--- src/rtl/lifo_pkg.sv ---
// ---------------------------------------------------------------------------
// lifo_pkg
//  Shared definitions for the lifo drain path.
//   PTR_W        width of the output-buffer head/tail pointers (2 entries)
//   CNT_W        width of the output-buffer occupancy count (range 0..2)
//   WORD_W       word width carried by lifo_word_t
//   lifo_word_t  buffer entry {data, last}; used only when the top is built
//                with LIFO_POP_LAST_EN defined
// ---------------------------------------------------------------------------
package lifo_pkg;

    localparam int PTR_W  = 1;
    localparam int CNT_W  = 2;
    localparam int WORD_W = 8;

    typedef struct packed {
        logic [WORD_W-1:0] data;
        logic              last;
    } lifo_word_t;

endpackage

--- src/rtl/lifo_obuf2.sv ---
// ---------------------------------------------------------------------------
// lifo_obuf2
//  Two-entry register FIFO. Used as the output buffer of lifo_pop_stream.
//  Push and pop may happen on the same edge (count unchanged).
//  Ports:
//   clk        in   rising-edge clock
//   rst        in   asynchronous active-high reset
//   push       in   write push_data at the tail on this edge
//   push_data  in   W-bit entry to write
//   pop        in   drop the head entry on this edge
//   head_data  out  W-bit head entry (oldest word)
//   count      out  occupancy, 0..2
// ---------------------------------------------------------------------------
module lifo_obuf2
    import lifo_pkg::*;
#(
    parameter int W = 8
) (
    input  logic             clk,
    input  logic             rst,
    input  logic             push,
    input  logic [W-1:0]     push_data,
    input  logic             pop,
    output logic [W-1:0]     head_data,
    output logic [CNT_W-1:0] count
);

    logic [W-1:0]     mem [2];
    logic [PTR_W-1:0] head;
    logic [PTR_W-1:0] tail;

    // NOTE: state is updated with non-blocking assignments so every register
    // samples the values from before the edge, independent of statement order.
    always_ff @(posedge clk or posedge rst) begin
        if (rst) begin
            head  <= '0;
            tail  <= '0;
            count <= '0;
            // NOTE: the two entries are reset as well, because the head entry is
            // the visible output word and must read 0 straight out of reset.
            for (int i = 0; i < 2; i++) begin
                mem[i] <= '0;
            end
        end else begin
            if (push) begin
                mem[tail] <= push_data;
                tail      <= tail + PTR_W'(1);
            end
            if (pop) begin
                head <= head + PTR_W'(1);
            end
            case ({push, pop})
                2'b10:   count <= count + CNT_W'(1);
                2'b01:   count <= count - CNT_W'(1);
                default: count <= count;
            endcase
        end
    end

    assign head_data = mem[head];

    // The credit logic upstream must never push into a full buffer or pop an
    // empty one.
    a_no_overflow : assert property (@(posedge clk) disable iff (rst)
        !(push && !pop && count == 2'd2));
    a_no_underflow : assert property (@(posedge clk) disable iff (rst)
        !(pop && count == 2'd0));

endmodule

--- src/rtl/lifo_pop_stream.sv ---
// ---------------------------------------------------------------------------
// lifo_pop_stream
//  Drain stage for a lifo with one-cycle read latency. Issues pops (rd_en)
//  only when the 2-entry output buffer is guaranteed to have room for the
//  word once it arrives, and presents the words as a valid/ready stream in
//  pop order (LIFO order preserved). Sustains one word per cycle when the
//  consumer is always ready.
//  Optional build macro: LIFO_POP_LAST_EN adds out_last, which marks the word
//  whose pop drained the lifo.
//  Ports:
//   clk          in   rising-edge clock
//   rst          in   asynchronous active-high reset
//   lifo_empty   in   lifo is empty
//   data_rd      in   lifo read data, valid the cycle after rd_en
//   rd_en        out  pop request to the lifo
//   enable       in   0 = issue no new pops (buffered/in-flight words drain)
//   out_valid    out  out_data holds a word
//   out_data     out  head word of the output buffer
//   out_ready    in   consumer accepts the word this cycle
//   pop_pending  out  a pop was issued last cycle, its data not yet captured
//   out_last     out  (LIFO_POP_LAST_EN only) this word emptied the lifo
// ---------------------------------------------------------------------------
module lifo_pop_stream
    import lifo_pkg::*;
#(
    parameter int DATA_WIDTH = 8,
    parameter int BUF_DEPTH  = 2
) (
    input  logic                  clk,
    input  logic                  rst,
    input  logic                  lifo_empty,
    input  logic [DATA_WIDTH-1:0] data_rd,
    output logic                  rd_en,
    input  logic                  enable,
    output logic                  out_valid,
    output logic [DATA_WIDTH-1:0] out_data,
    input  logic                  out_ready,
    output logic                  pop_pending
`ifdef LIFO_POP_LAST_EN
    ,
    output logic                  out_last
`endif
);

    if (BUF_DEPTH != 2) begin : g_bad_depth
        $error("lifo_pop_stream: BUF_DEPTH must be 2");
    end

`ifdef LIFO_POP_LAST_EN
    if (DATA_WIDTH != WORD_W) begin : g_bad_width
        $error("lifo_pop_stream: DATA_WIDTH must equal lifo_pkg::WORD_W with LIFO_POP_LAST_EN");
    end
    localparam int ENTRY_W = $bits(lifo_word_t);
`else
    localparam int ENTRY_W = DATA_WIDTH;
`endif

    logic [ENTRY_W-1:0] push_data;
    logic [ENTRY_W-1:0] head_data;
    logic [CNT_W-1:0]   count;
    logic               inflight;
    logic               xfer;
    logic [CNT_W:0]     used;

    assign out_valid   = (count != '0);
    assign xfer        = out_valid & out_ready;
    assign pop_pending = inflight;

    // Credit check: words already buffered plus the one in flight, minus the
    // one leaving this edge, must leave a free slot for a new pop. xfer implies
    // count >= 1, so the subtraction never underflows. rd_en is forced low
    // while rst is asserted so no pop escapes during reset.
    // NOTE: every combinational output gets a value on every path (here by
    // straight assignments), so no latch can be inferred.
    always_comb begin
        used  = {1'b0, count} + {{CNT_W{1'b0}}, inflight} - {{CNT_W{1'b0}}, xfer};
        rd_en = !rst && enable && !lifo_empty && (used < (CNT_W+1)'(2));
    end

    // The lifo answers a pop one cycle later; remember that a word is coming.
    always_ff @(posedge clk or posedge rst) begin
        if (rst) begin
            inflight <= 1'b0;
        end else begin
            inflight <= rd_en;
        end
    end

`ifdef LIFO_POP_LAST_EN
    lifo_word_t push_w;
    lifo_word_t head_w;

    // lifo_empty on the capture edge reflects the lifo after this word's pop,
    // so it flags the word that drained it.
    assign push_w    = '{data: data_rd, last: lifo_empty};
    assign push_data = push_w;
    assign head_w    = head_data;
    assign out_data  = head_w.data;
    assign out_last  = out_valid & head_w.last;
`else
    assign push_data = data_rd;
    assign out_data  = head_data;
`endif

    lifo_obuf2 #(
        .W (ENTRY_W)
    ) u_obuf (
        .clk       (clk),
        .rst       (rst),
        .push      (inflight),
        .push_data (push_data),
        .pop       (xfer),
        .head_data (head_data),
        .count     (count)
    );

endmodule

--- config.mk ---
export PLATFORM = sky130hd
export DESIGN_NAME = lifo_pop_stream
export DESIGN_NICKNAME = d
export VERILOG_FILES = /design/src/rtl/lifo_pkg.sv /design/src/rtl/lifo_obuf2.sv /design/src/rtl/lifo_pop_stream.sv
export SDC_FILE = /design/constraint.sdc
export NUM_CORES = 1
export LEC_CHECK = 0
export BUFFER_PORTS_ARGS = -buffer_cell sky130_fd_sc_hd__buf_2
export CAP_MARGIN = 5
export CORE_UTILIZATION = 54
export DETAILED_ROUTE_END_ITERATION = 10
export GPL_TIMING_DRIVEN = 0
export HOLD_SLACK_MARGIN = 0.1
export PLACE_DENSITY = 0.78
export SETUP_SLACK_MARGIN = 0.02
export SLEW_MARGIN = 20
export SYNTH_ARGS = -nofsm -noshare
export SYNTH_HDL_FRONTEND = slang
export SYNTH_HIERARCHICAL = 1
export SYNTH_SLANG_ARGS = --single-unit
--- constraint.sdc ---
create_clock -name clk -period 3.9 [get_ports clk]
set_clock_uncertainty 0.2 [all_clocks]
set_input_delay 0.78 -clock clk [delete_from_list [all_inputs] [get_ports clk]]
set_output_delay 0.78 -clock clk [all_outputs]
set_load 0.01 [all_outputs]
* Word level (Yosys, flattened, before mapping)
Index checks and enable logic that the tools add are counted.
** Storage, ports and cells
- Bits of input ports :: 13
- Flip-flop bits (word level) :: 21
- Word-level logic and storage cells :: 36
** Cells by class
- Eq/ne operators :: 2
- $add $sub $neg :: 6
- Order comparisons :: 4
- Multiplexer cells :: 7
- Reduce and logical (&&, ||, !) cells :: 8
- Bitwise gates (word level) :: 3
** Operators with widths (count)
- 2-to-1 mux 8 bit :: 4
- bitwise mux 16 bit :: 1
- demux 8 bit (select 1 bit) :: 1
- greater-or-equal comparator 2 bit, second input constant :: 2
- logical AND 1 bit :: 4
- NOT 1 -> 2 bit :: 2
- one-hot mux 2 bit (2 select lines) :: 1
- nonzero test 2 bit :: 2
- adder 2 x 1 -> 3 bit :: 1
- < comparator 3 x 2 -> 1 bit, second input constant :: 1
- subtractor 3 x 1 -> 3 bit :: 1
- adder 1 bit, second input constant :: 2
- adder 2 x 1 -> 2 bit, second input constant :: 1
- equality test 2 x 1 -> 1 bit, second input constant :: 1
- equality test 2 bit, second input constant :: 1
- zero test 1 bit :: 2
- < comparator 2 x 1 -> 1 bit, second input constant :: 1
- subtractor 2 x 1 -> 2 bit, second input constant :: 1
- bitwise AND 1 bit :: 1

* Longest topological paths before layout
Gate-level depths: netlist of the first run.
- Word-level depth :: 6
- Mapped depth :: 7
- Mapped depth without buffers :: 7

* By module
Netlist of the first run, hierarchy kept.
** By module, submodules not included
- lifo_obuf2 :: area an instance 860.8 µm², sequential area each 500.5 µm², instances 1, cells an instance 56
- lifo_pop_stream :: area an instance 107.6 µm², sequential area each 25.0 µm², instances 1, cells an instance 11

* Worst setup path before layout of the first run
No wires, ideal clock.
- Path type :: input to output
- From :: input port out_ready
- To :: output port rd_en
- Stages on the path :: 6
- Arrival :: 2.292 ns
- Required time :: 2.920 ns
- Path buffers :: 0
- Setup slack :: 0.628 ns
- Path through :: and2_4 > ha_1 > nand2b_1 > fa_1 > nand2_1 > nor4_1
** Between the ends
- Longest elaborated chain between the ends :: 4
** Ends and longest elaborated chain
- start, declared :: RTL line lifo_pop_stream.sv:37 : input logic out_ready,
- bitwise AND 1 bit :: RTL line lifo_pop_stream.sv:66 : assign xfer = out_valid & out_ready;
- subtractor 3 x 1 -> 3 bit :: RTL line lifo_pop_stream.sv:76 : used = {1'b0, count} + {{CNT_W{1'b0}}, inflight} - {{CNT_W{1'b0}}, xfer};
- < comparator 3 x 2 -> 1 bit :: RTL line lifo_pop_stream.sv:77 : rd_en = !rst && enable && !lifo_empty && (used < (CNT_W+1)'(2));
- logical AND 1 bit :: RTL line lifo_pop_stream.sv:77
- end, declared :: RTL line lifo_pop_stream.sv:33 : output logic rd_en,
No other way between the ends.

* Worst setup path in the final report of the first run
- From :: register u_obuf.count[1]
- To :: output port rd_en
** Between the ends
- Longest elaborated chain between the ends :: 5
- Elaborated cells on any way between the ends :: 6
- Classes of those cells :: add/sub: 2; order compare: 1; bitwise: 1; reduce/logical: 2
** Ends and longest elaborated chain
- start, declared :: RTL line lifo_obuf2.sv:25 : output logic [CNT_W-1:0] count
- start signal, assigned :: RTL line lifo_obuf2.sv:53 : 2'b10: count <= count + CNT_W'(1);
- start signal, assigned :: RTL line lifo_obuf2.sv:54 : 2'b01: count <= count - CNT_W'(1);
- start signal, assigned :: RTL line lifo_obuf2.sv:55 : default: count <= count;
- nonzero test 2 bit :: RTL line lifo_pop_stream.sv:65 : assign out_valid = (count != '0);
- bitwise AND 1 bit :: RTL line lifo_pop_stream.sv:66
- named net xfer :: RTL line lifo_pop_stream.sv:62 : logic xfer;
- subtractor 3 x 1 -> 3 bit :: RTL line lifo_pop_stream.sv:76
- < comparator 3 x 2 -> 1 bit :: RTL line lifo_pop_stream.sv:77
- logical AND 1 bit :: RTL line lifo_pop_stream.sv:77
The timed path passes the listed nets, and every way through them passes these cells.

==> results of run 1 <==
==> power by group through the flow <==
stage                     Combinational [mW]  Clock (mW)  Sequential (mW)
after floorplan                        0.306           0            0.381
after global placement                 0.398           0            0.390
after detailed placement               0.409           0            0.399
after CTS                              0.413       0.107            0.394
after global routing                   0.450       0.114            0.406
final                                  0.405       0.100            0.392
==> metrics by stage <==
step	worst slack [ps]	area, um^2	cells	util (%)
finish	305	1150	119	72.2
CTS	280	1150	119	72.2
floorplan	628	968	67	-
detailed placement	462	1110	114	69.9
global placement	522	1110	114	69.9
global route	80.6	1150	119	72.2
==> critical path, cell delays in order, from the launching register on <==
cell and delay, ps:
dfrtp_1 450, or2_4 270, and2_4 170, ha_1 260, nand2b_1 150, fa_1 480, nand2_1 50, nor4_1 290
buf_2 200
==> registers in the layout, summed over array words and instances (netlist names) <==
| signal | flops |
|---|---|
| u_obuf/tail | 1 |
| pop_pending | 1 |
| u_obuf/mem | 16 |
| u_obuf/count | 2 |
| u_obuf/head | 1 |
==> synth_stat cells <==
cell	count	area, um^2
nor2_4	1	11.3
mux2_2	24	270
inv_2	1	3.75
buf_2	1	5.00
inv_1	3	11.3
and2_4	1	8.76
nand2_2	1	6.26
dfrtp_1	21	526
or2_4	1	8.76
fa_1	1	20.0
nor2_1	1	3.75
nor4_1	1	6.26
xnor2_1	2	17.5
nand2_1	1	3.75
xor2_1	4	35.0
ha_1	2	25.0
nand2b_1	1	6.26
==> logic make-up (layout without fill, tap and decap cells) <==
kind of cell             Yosys count  after routing  share of synthesized area (%)
multiplexers                      24             24                           27.9
adder cells (fa/ha/maj)            3              3                           4.65
flip-flops                        21             21                           54.3
buffers and inverters              5             33                           2.07
AND/OR/NAND/NOR                    8              8                           5.69
XOR/XNOR                           6              6                           5.43
==> metal layers <==
metal | part of all wire (%) | vias up | wire, um
li1 | - | 287 | -
met5 | 0 | - | 0
met2 | 51 | 14 | 755
met1 | 43 | 275 | 630
met3 | 4.9 | 4 | 72
met4 | 1.6 | 0 | 23
==> worst min-delay path by stage <==
stage	slack [ps]	endpoint	depth (start not counted)	startpoint
global placement	280	u_obuf/mem[2]$_DFFE_PP0P_	1	u_obuf/mem[2]$_DFFE_PP0P_
floorplan	270	u_obuf/mem[0]$_DFFE_PP0P_	1	u_obuf/mem[0]$_DFFE_PP0P_
global route	330	u_obuf/mem[9]$_DFFE_PP0P_	1	u_obuf/mem[9]$_DFFE_PP0P_
detailed placement	290	u_obuf/mem[5]$_DFFE_PP0P_	1	u_obuf/mem[5]$_DFFE_PP0P_
finish	310	u_obuf/mem[5]$_DFFE_PP0P_	1	u_obuf/mem[5]$_DFFE_PP0P_
CTS	320	u_obuf/mem[5]$_DFFE_PP0P_	1	u_obuf/mem[5]$_DFFE_PP0P_
==> final cells by class <==
| class | count | area (um^2) | area share [%] |
|---|---|---|---|
| sequential | 21 | 526 | 45.7 |
| multi-input combinational | 41 | 423 | 36.7 |
| timing repair buffer | 24 | 125 | 10.9 |
| tap | 24 | 30.0 | 2.61 |
| clock buffer | 3 | 22.5 | 1.96 |
| inverter | 4 | 15.0 | 1.30 |
| clock inverter | 1 | 5.00 | 0.435 |
| buffer | 1 | 5.00 | 0.435 |
==> repair_timing <==
| item | CTS | global route |
|---|---|---|
| setup buffers | 0 | 0 |
| hold buffers | 1 | 0 |
| endpoints found under the hold margin | 1 | 0 |
| setup endpoints to repair | 0 | 0 |
==> flow_metrics.env, run 1 <==
export IMPL_fin_tns_setup_ps=0
export IMPL_rr_worst_depth=7
export IMPL_grt_busiest_layer="met2"
export IMPL_ys_ff_latch=21
export IMPL_grt_max_degree=21
export IMPL_root_buffer="clkbuf_4"
export IMPL_drc=0
export IMPL_final_hold_viol_count=0
export IMPL_layout_common_cells="buf_2, mux2_2, dfrtp_1, xor2_1"
export IMPL_row_count=14
export IMPL_cts_sinks=21
export IMPL_cp_endpoint="rd_en"
export IMPL_intPower_mw=0.602
export IMPL_cts_reportedPaths_clkPinSlew_ps=110
export IMPL_vias=580
export IMPL_drive_gt1_share_pct=60.0
export IMPL_rsz0062_at_grt="false"
export IMPL_cts_resized=0
export IMPL_io_buffers=23
export IMPL_fmax_mhz=278
export IMPL_antenna_found_initial=0
export IMPL_fillers=120
export IMPL_track_usage_pct=18.5
export IMPL_wirelength_um=1480
export IMPL_met1_usage_pct=21.7
export IMPL_nNetsFinal=112
export IMPL_seq_power_share_pct=43.7
export IMPL_tritoncts_num_buffers=3
export IMPL_insertion_delay_ps=300
export IMPL_first_pass_iters=1
export IMPL_grt_first_pass_wirelength_um=2500
export IMPL_p_total_mw=0.897
export IMPL_critPathLaunchType="flip-flop"
export IMPL_critPathKind="reg -> out"
export IMPL_fp_dieH_um=44.4
export IMPL_start_util_pct=60.8
export IMPL_grt_pass1_vias=600
export IMPL_power_density_mw_per_mm2=779
export IMPL_use_met3_pct=6.12
export IMPL_yosysWarnings=6
export IMPL_cap_violations=0
export IMPL_clock_path_buffers=2
export IMPL_maxSlewHeadroom_pct=50.8
export IMPL_cp_arrival_ps=2620
export IMPL_cts_tree="done"
export IMPL_period_share_pct=92.2
export IMPL_worstPathRequired_ps=2920
export IMPL_combinationalPowerShare_pct=45.1
export IMPL_clockPowerShare_pct=11.2
export IMPL_dieArea_mm2=0.00197
export IMPL_crit_reg2reg_capture="pop_pending$_DFF_PP0_"
export IMPL_dp_hpwl_um=1110
export IMPL_leakage_nw=0.553
export IMPL_area_delta_synth_final_pct=18.9
export IMPL_tightest_slew_ps=738
export IMPL_syn_num_nets=83
export IMPL_yosysUniqueCellTypes=17
export IMPL_hp_class="reg -> reg"
export IMPL_gp_congestion=0.723
export IMPL_wl_per_cell_um=12.5
export IMPL_holdWs_ps=311
export IMPL_overflow=0
export IMPL_r2r_start="u_obuf/count[1]$_DFFE_PP0P_"
export IMPL_switchingPower_mw=0.295
export IMPL_syn_avg_cell_area_um2=14.5
export IMPL_irDropWorstVdd_mv=0.461
export IMPL_path_max_fanout=4
export IMPL_yosysSeqAreaShare_pct=54.3
export IMPL_endpoint_kind="primary output"
export IMPL_ant_nets=0
export IMPL_slew_viol_final=0
export IMPL_drt_iter0_drc=0
export IMPL_finalSetupViolations=0
export IMPL_syn_inst=67
export IMPL_cp_startpoint="u_obuf/count[1]$_DFFE_PP0P_"
export IMPL_gr_usage_met2_pct=31.5
export IMPL_status="finished clean"
export IMPL_viasPerCell=4.87
export IMPL_syn_cell_area_um2=968
export IMPL_coreArea_mm2=0.00159
export IMPL_diodes=0
export IMPL_rrSetupSlack_ps=1460
export IMPL_min_period_ps=3600
export IMPL_sw_frac_of_total_pct=32.9
export IMPL_ctsHtreeMaxLevel=1
export IMPL_io_pins=24
export IMPL_dieWidth_um=44.4
(Power assumes the default switching activity.)
==> run 2: changes to the inputs <==
--- a/config.mk
+++ b/config.mk
@@ -7,6 +7,7 @@
 export LEC_CHECK = 0
 export BUFFER_PORTS_ARGS = -buffer_cell sky130_fd_sc_hd__buf_2
 export CAP_MARGIN = 5
+export CORE_MARGIN = 3
 export CORE_UTILIZATION = 54
 export DETAILED_ROUTE_END_ITERATION = 10
 export GPL_TIMING_DRIVEN = 0
==> run 2 against run 1 <==
Effect of this change:
- critical path depth did not move
- global-route usage down 3.8 points
- sequential power about the same
- die area rose by 19%
- largest power group unchanged
- critical endpoint unchanged
- routed wire length up 0.88%
- first-iteration DRC count is 10 higher
- core utilization unchanged
- clock power barely moved
- non-clock buffer count unchanged
- sequential cell count did not move
- hold slack better by 2.8 ps
==> flow_metrics.env, run 2 (same netlist as run 1, synthesis figures left out) <==
export IMPL_drt_iter0_drc=10
export IMPL_diodes=0
export IMPL_drc=0
export IMPL_clock_path_buffers=2
export IMPL_dieArea_mm2=0.00234
export IMPL_gp_congestion=0.725
export IMPL_min_period_ps=3580
export IMPL_rsz0062_at_grt="false"
export IMPL_root_buffer="clkbuf_4"
export IMPL_finalSetupViolations=0
export IMPL_whs_path_depth=1
export IMPL_first_pass_iters=2
export IMPL_coreArea_mm2=0.00159
export IMPL_tritoncts_num_buffers=3
export IMPL_cts_tree="done"
export IMPL_crit_chain="or2_4 -> and2_4 -> ha_1 -> nand2b_1 -> fa_1 -> nand2_1 -> nor4_1 -> buf_2"
export IMPL_io_buffers=23
export IMPL_fillers=116
export IMPL_area_delta_synth_final_pct=18.9
export IMPL_p_total_mw=0.895
export IMPL_insertion_delay_ps=290
export IMPL_cts_setup_buffers=0
export IMPL_wl_per_cell_um=12.6
export IMPL_cp_arrival_ps=2600
export IMPL_cts_hold_buf=0
export IMPL_worstPathRequired_ps=2920
export IMPL_rr_worst_depth=7
export IMPL_endpoint_kind="primary output"
export IMPL_leakage_nw=0.553
export IMPL_final_util_pct=72.2
export IMPL_grt_first_pass_wirelength_um=2690
export IMPL_row_count=14
export IMPL_final_hold_viol_count=0
export IMPL_layout_common_cells="buf_2, mux2_2, dfrtp_1, xor2_1"
export IMPL_ctsHtreeMaxLevel=1
export IMPL_regMostFlops="u_obuf/mem"
export IMPL_largest_reg_flops=16
export IMPL_nNetsFinal=112
export IMPL_fmax_mhz=279
export IMPL_start_util_pct=60.8
export IMPL_irDropWorstVdd_mv=0.448
export IMPL_antenna_found_initial=0
export IMPL_ant_nets=0
export IMPL_cap_violations=0
export IMPL_top_regs="u_obuf/mem: 16 flops, u_obuf/count: 2 flops"
export IMPL_critPathLaunchType="flip-flop"
export IMPL_period_share_pct=91.8
export IMPL_dpl_cell_count=114
export IMPL_wirelength_um=1500
export IMPL_path_max_fanout=4
export IMPL_tightest_slew_ps=741
export IMPL_status="finished clean"
export IMPL_maxSlewHeadroom_pct=50.6
export IMPL_fp_dieH_um=48.4
export IMPL_vias=574
export IMPL_cts_sinks=21
export IMPL_drive_gt1_share_pct=60.0
export IMPL_grt_max_degree=21
export IMPL_dp_hpwl_um=1130
export IMPL_slowest_delay_ps=480
export IMPL_cts_resized=0
export IMPL_io_pins=24
export IMPL_dieWidth_um=48.4
export IMPL_slew_viol_final=0
export IMPL_viasPerCell=4.82
export IMPL_cts_reportedPaths_clkPinSlew_ps=110
export IMPL_track_usage_pct=14.8
export IMPL_critPathKind="reg -> out"
export IMPL_power_density_mw_per_mm2=778
export IMPL_fin_cells=119
export IMPL_fin_tns_setup_ps=0
export IMPL_grt_pass1_vias=613
export IMPL_overflow=0
export IMPL_critPathSlowestCell="fa_1"
export IMPL_hp_class="reg -> reg"
[run 2: cell counts in the layout (fill, tap and decap cells not counted)]
Identical to the previous run, type by type.
[run 2: critical path: cells and delay by family (launching register included)]
family	cells	cell delay, ps
fa+ha+maj	2	740
simple gates	5	920
flops	1	460
buf+inv	1	200
[run 2: worst paths after layout]
check | to | from | slack, ps
setup / recovery | rd_en | u_obuf/count[1]$_DFFE_PP0P_ | 320
hold / removal | u_obuf/mem[10]$_DFFE_PP0P_ | u_obuf/mem[10]$_DFFE_PP0P_ | 310
setup reg to reg | pop_pending$_DFF_PP0_ | u_obuf/count[1]$_DFFE_PP0P_ | 1480
hold reg to reg | u_obuf/mem[10]$_DFFE_PP0P_ | u_obuf/mem[10]$_DFFE_PP0P_ | 310
max in group asynchronous | u_obuf/head$_DFFE_PP0P_ | rst | 2080
min in group asynchronous | pop_pending$_DFF_PP0_ | rst | 660
[run 2: per-layer routing]
| layer | track usage [%] | share of wire (%) | routed length [um] |
|---|---|---|---|
| met5 | 0 | 0 | 0 |
| met4 | 7.11 | 0.80 | 12 |
| met3 | 3.07 | 3.0 | 45 |
| met2 | 24.8 | 51 | 769 |
| met1 | 18.2 | 45 | 668 |
[run 2: power by group]
| part | switching (mW) | internal (mW) | leakage [nW] | total, mW |
|---|---|---|---|---|
| Combinational | 0.167 | 0.238 | 0.282 | 0.405 |
| Sequential | 0.0651 | 0.326 | 0.253 | 0.391 |
| Clock | 0.0613 | 0.0381 | 0.0177 | 0.0995 |
[run 2: cell type report]
type,count,area [um^2],area share (%)
Sequential cell,21,526,45.7
Multi-Input combinational cell,41,423,36.7
Timing Repair Buffer,24,125,10.9
Tap cell,24,30.0,2.61
Clock buffer,3,22.5,1.96
Inverter,4,15.0,1.30
Clock inverter,1,5.00,0.435
Buffer,1,5.00,0.435
[run 2: per-stage QoR]
stage          hold slack [ps]  worst slack [ps]  cell area (um^2)
5_1_grt                    328               159              1150
6_report                   313               322              1150
3_5_place_dp               292               492              1110
2_1_floorplan              274               628               968
4_1_cts                    104               294              1140
3_3_place_gp               282               521              1110
==> run 3: changes to the inputs <==
--- a/config.mk
+++ b/config.mk
@@ -8,11 +8,11 @@
 export BUFFER_PORTS_ARGS = -buffer_cell sky130_fd_sc_hd__buf_2
 export CAP_MARGIN = 5
 export CORE_MARGIN = 3
-export CORE_UTILIZATION = 54
+export CORE_UTILIZATION = 51
 export DETAILED_ROUTE_END_ITERATION = 10
 export GPL_TIMING_DRIVEN = 0
-export HOLD_SLACK_MARGIN = 0.1
-export PLACE_DENSITY = 0.78
+export HOLD_SLACK_MARGIN = 0.03
+export PLACE_DENSITY = 0.74
 export SETUP_SLACK_MARGIN = 0.02
 export SLEW_MARGIN = 20
 export SYNTH_ARGS = -nofsm -noshare
==> constraint.sdc (replaced) <==
create_clock -name clk -period 3.65 [get_ports clk]
set_clock_uncertainty 0.2 [all_clocks]
set_input_delay 0.73 -clock clk [delete_from_list [all_inputs] [get_ports clk]]
set_output_delay 0.73 -clock clk [all_outputs]
set_load 0.1 [all_outputs]
==> run 3 against run 2 <==
Effect of this change:
- core utilization shrank 3.6 points
- clock-buffer cell count is the same
- non-clock buffer count grew 2
- register-to-register slack lost 280 ps
- final area grew 5.1%
- worst setup slack lost 210 ps
- first-iteration DRC count shrank 100%
==> flow_metrics.env, run 3 (same netlist as run 1, synthesis figures left out) <==
export IMPL_status="finished clean"
export IMPL_cts_tree="done"
export IMPL_cp_arrival_ps=2610
export IMPL_fp_dieH_um=49.6
export IMPL_timing_final_ws_setup_ps=111
export IMPL_tritoncts_num_buffers=3
export IMPL_cts_hold_buf=0
export IMPL_ctsHtreeMaxLevel=1
export IMPL_largest_reg_flops=16
export IMPL_endpoint_kind="primary output"
export IMPL_slowest_delay_ps=520
export IMPL_final_common_cell="mux2_2"
export IMPL_drt_iter0_drc=0
export IMPL_gp_congestion=0.699
export IMPL_path_max_fanout=3
export IMPL_overflow=0
export IMPL_cts_sinks=21
export IMPL_tightest_slew_ps=742
export IMPL_dieWidth_um=49.6
export IMPL_antenna_found_initial=0
export IMPL_critPathLaunchType="flip-flop"
export IMPL_dp_hpwl_um=1290
export IMPL_final_util_pct=68.6
export IMPL_final_hold_viol_count=0
export IMPL_ant_nets=0
export IMPL_top_regs="u_obuf/mem: 16 flops, u_obuf/count: 2 flops"
export IMPL_crit_chain="or2_4 -> and2_4 -> ha_4 -> nand2b_4 -> fa_1 -> nand2_2 -> nor4_4 -> buf_6"
export IMPL_regMostFlops="u_obuf/mem"
export IMPL_finalSetupViolations=0
export IMPL_start_util_pct=54.9
export IMPL_critPathSlowestCell="fa_1"
export IMPL_wirelength_um=1690
export IMPL_nNetsFinal=114
export IMPL_viasPerCell=4.92
export IMPL_io_buffers=23
export IMPL_diodes=0
export IMPL_maxSlewHeadroom_pct=50.4
export IMPL_grt_first_pass_wirelength_um=2940
export IMPL_hp_class="in -> async"
export IMPL_area_delta_synth_final_pct=24.9
export IMPL_critPathKind="reg -> out"
export IMPL_fmax_mhz=283
export IMPL_grt_max_degree=21
export IMPL_first_pass_iters=1
export IMPL_cap_violations=0
export IMPL_insertion_delay_ps=290
export IMPL_dpl_worst_slack_ps=41.3
export IMPL_drive_gt1_share_pct=67.0
export IMPL_clock_path_buffers=2
export IMPL_grt_pass1_vias=640
export IMPL_rsz0062_at_grt="false"
export IMPL_wl_per_cell_um=13.8
export IMPL_dieArea_mm2=0.00246
export IMPL_layout_common_cells="mux2_2, buf_2, dfrtp_1, xor2_1"
export IMPL_period_share_pct=97.0
export IMPL_row_count=15
export IMPL_io_pins=24
export IMPL_vias=600
export IMPL_min_period_ps=3540
export IMPL_coreArea_mm2=0.00176
export IMPL_root_buffer="clkbuf_4"
export IMPL_track_usage_pct=16.1
export IMPL_drc=0
export IMPL_slew_viol_final=0
export IMPL_cts_reportedPaths_clkPinSlew_ps=110
export IMPL_worstPathRequired_ps=2720
==> run 3: cell types whose count changed in the layout (fill, tap and decap cells not counted), sizes merged <==
cell,delta
dlygate4sd3,-1
buf,+3
==> run 3: cell type report <==
type                       instances  area (um^2)
multi-input combinational         41          460
tap                               25         31.3
timing repair buffer              26          144
inverter                           4         15.0
clock buffer                       3         22.5
clock inverter                     1         5.00
fill                             147          554
buffer                             1         5.00
sequential                        21          527
==> run 3: what timing repair did <==
action / CTS / global route
pin swaps: 0 / 1
setup buffers: 0 / 3
gates resized for setup: 2 / 1
setup endpoints to repair: 1 / 1
==> run 3: worst max-delay path: cells and delay by family, from the launching register on <==
kind	cells	cell delay, ps
flip-flops	1	420
adder cells (fa/ha/maj)	2	720
buffers and inverters	1	270
AND/OR/NAND/NOR	5	900
==> run 3: final timing paths <==
path / startpoint / end / slack (ps) / cells after the start
min reg2reg: u_obuf/count[1]$_DFFE_PP0P_ / u_obuf/count[1]$_DFFE_PP0P_ / 290 / 1
max: u_obuf/count[0]$_DFFE_PP0P_ / rd_en / 110 / 8
max reg2reg: u_obuf/count[0]$_DFFE_PP0P_ / pop_pending$_DFF_PP0_ / 1200 / 8
min in group clk: u_obuf/count[1]$_DFFE_PP0P_ / u_obuf/count[1]$_DFFE_PP0P_ / 290 / 1
max in group asynchronous: rst / u_obuf/count[1]$_DFFE_PP0P_ / 2350 / 2
min: rst / pop_pending$_DFF_PP0_ / 90 / 2
==> run 3: through the flow <==
stage | instances | TNS, ps | area, um^2 | hold WS, ps
after detailed placement | 115 | 0 | 1150 | 288
final | 122 | 0 | 1210 | 88.7
after global placement | 115 | 0 | 1150 | 281
after CTS | 119 | 0 | 1190 | 78.6
after global routing | 122 | 0 | 1210 | 76.4
after floorplan | 67 | -317 | 1010 | 259
==> run 3: routing by layer <==
metal	vias up	wire [um]	GRT usage, %
li1	288	-	-
met1	299	727	20.2
met2	11	886	27.3
met3	2	55	2.72
met4	0	17	6.91
met5	-	0	0
Power of run 3 is left out: the tool's default activity adds up to more than one toggle a clock period on the data nets, which glitch-free logic cannot reach.
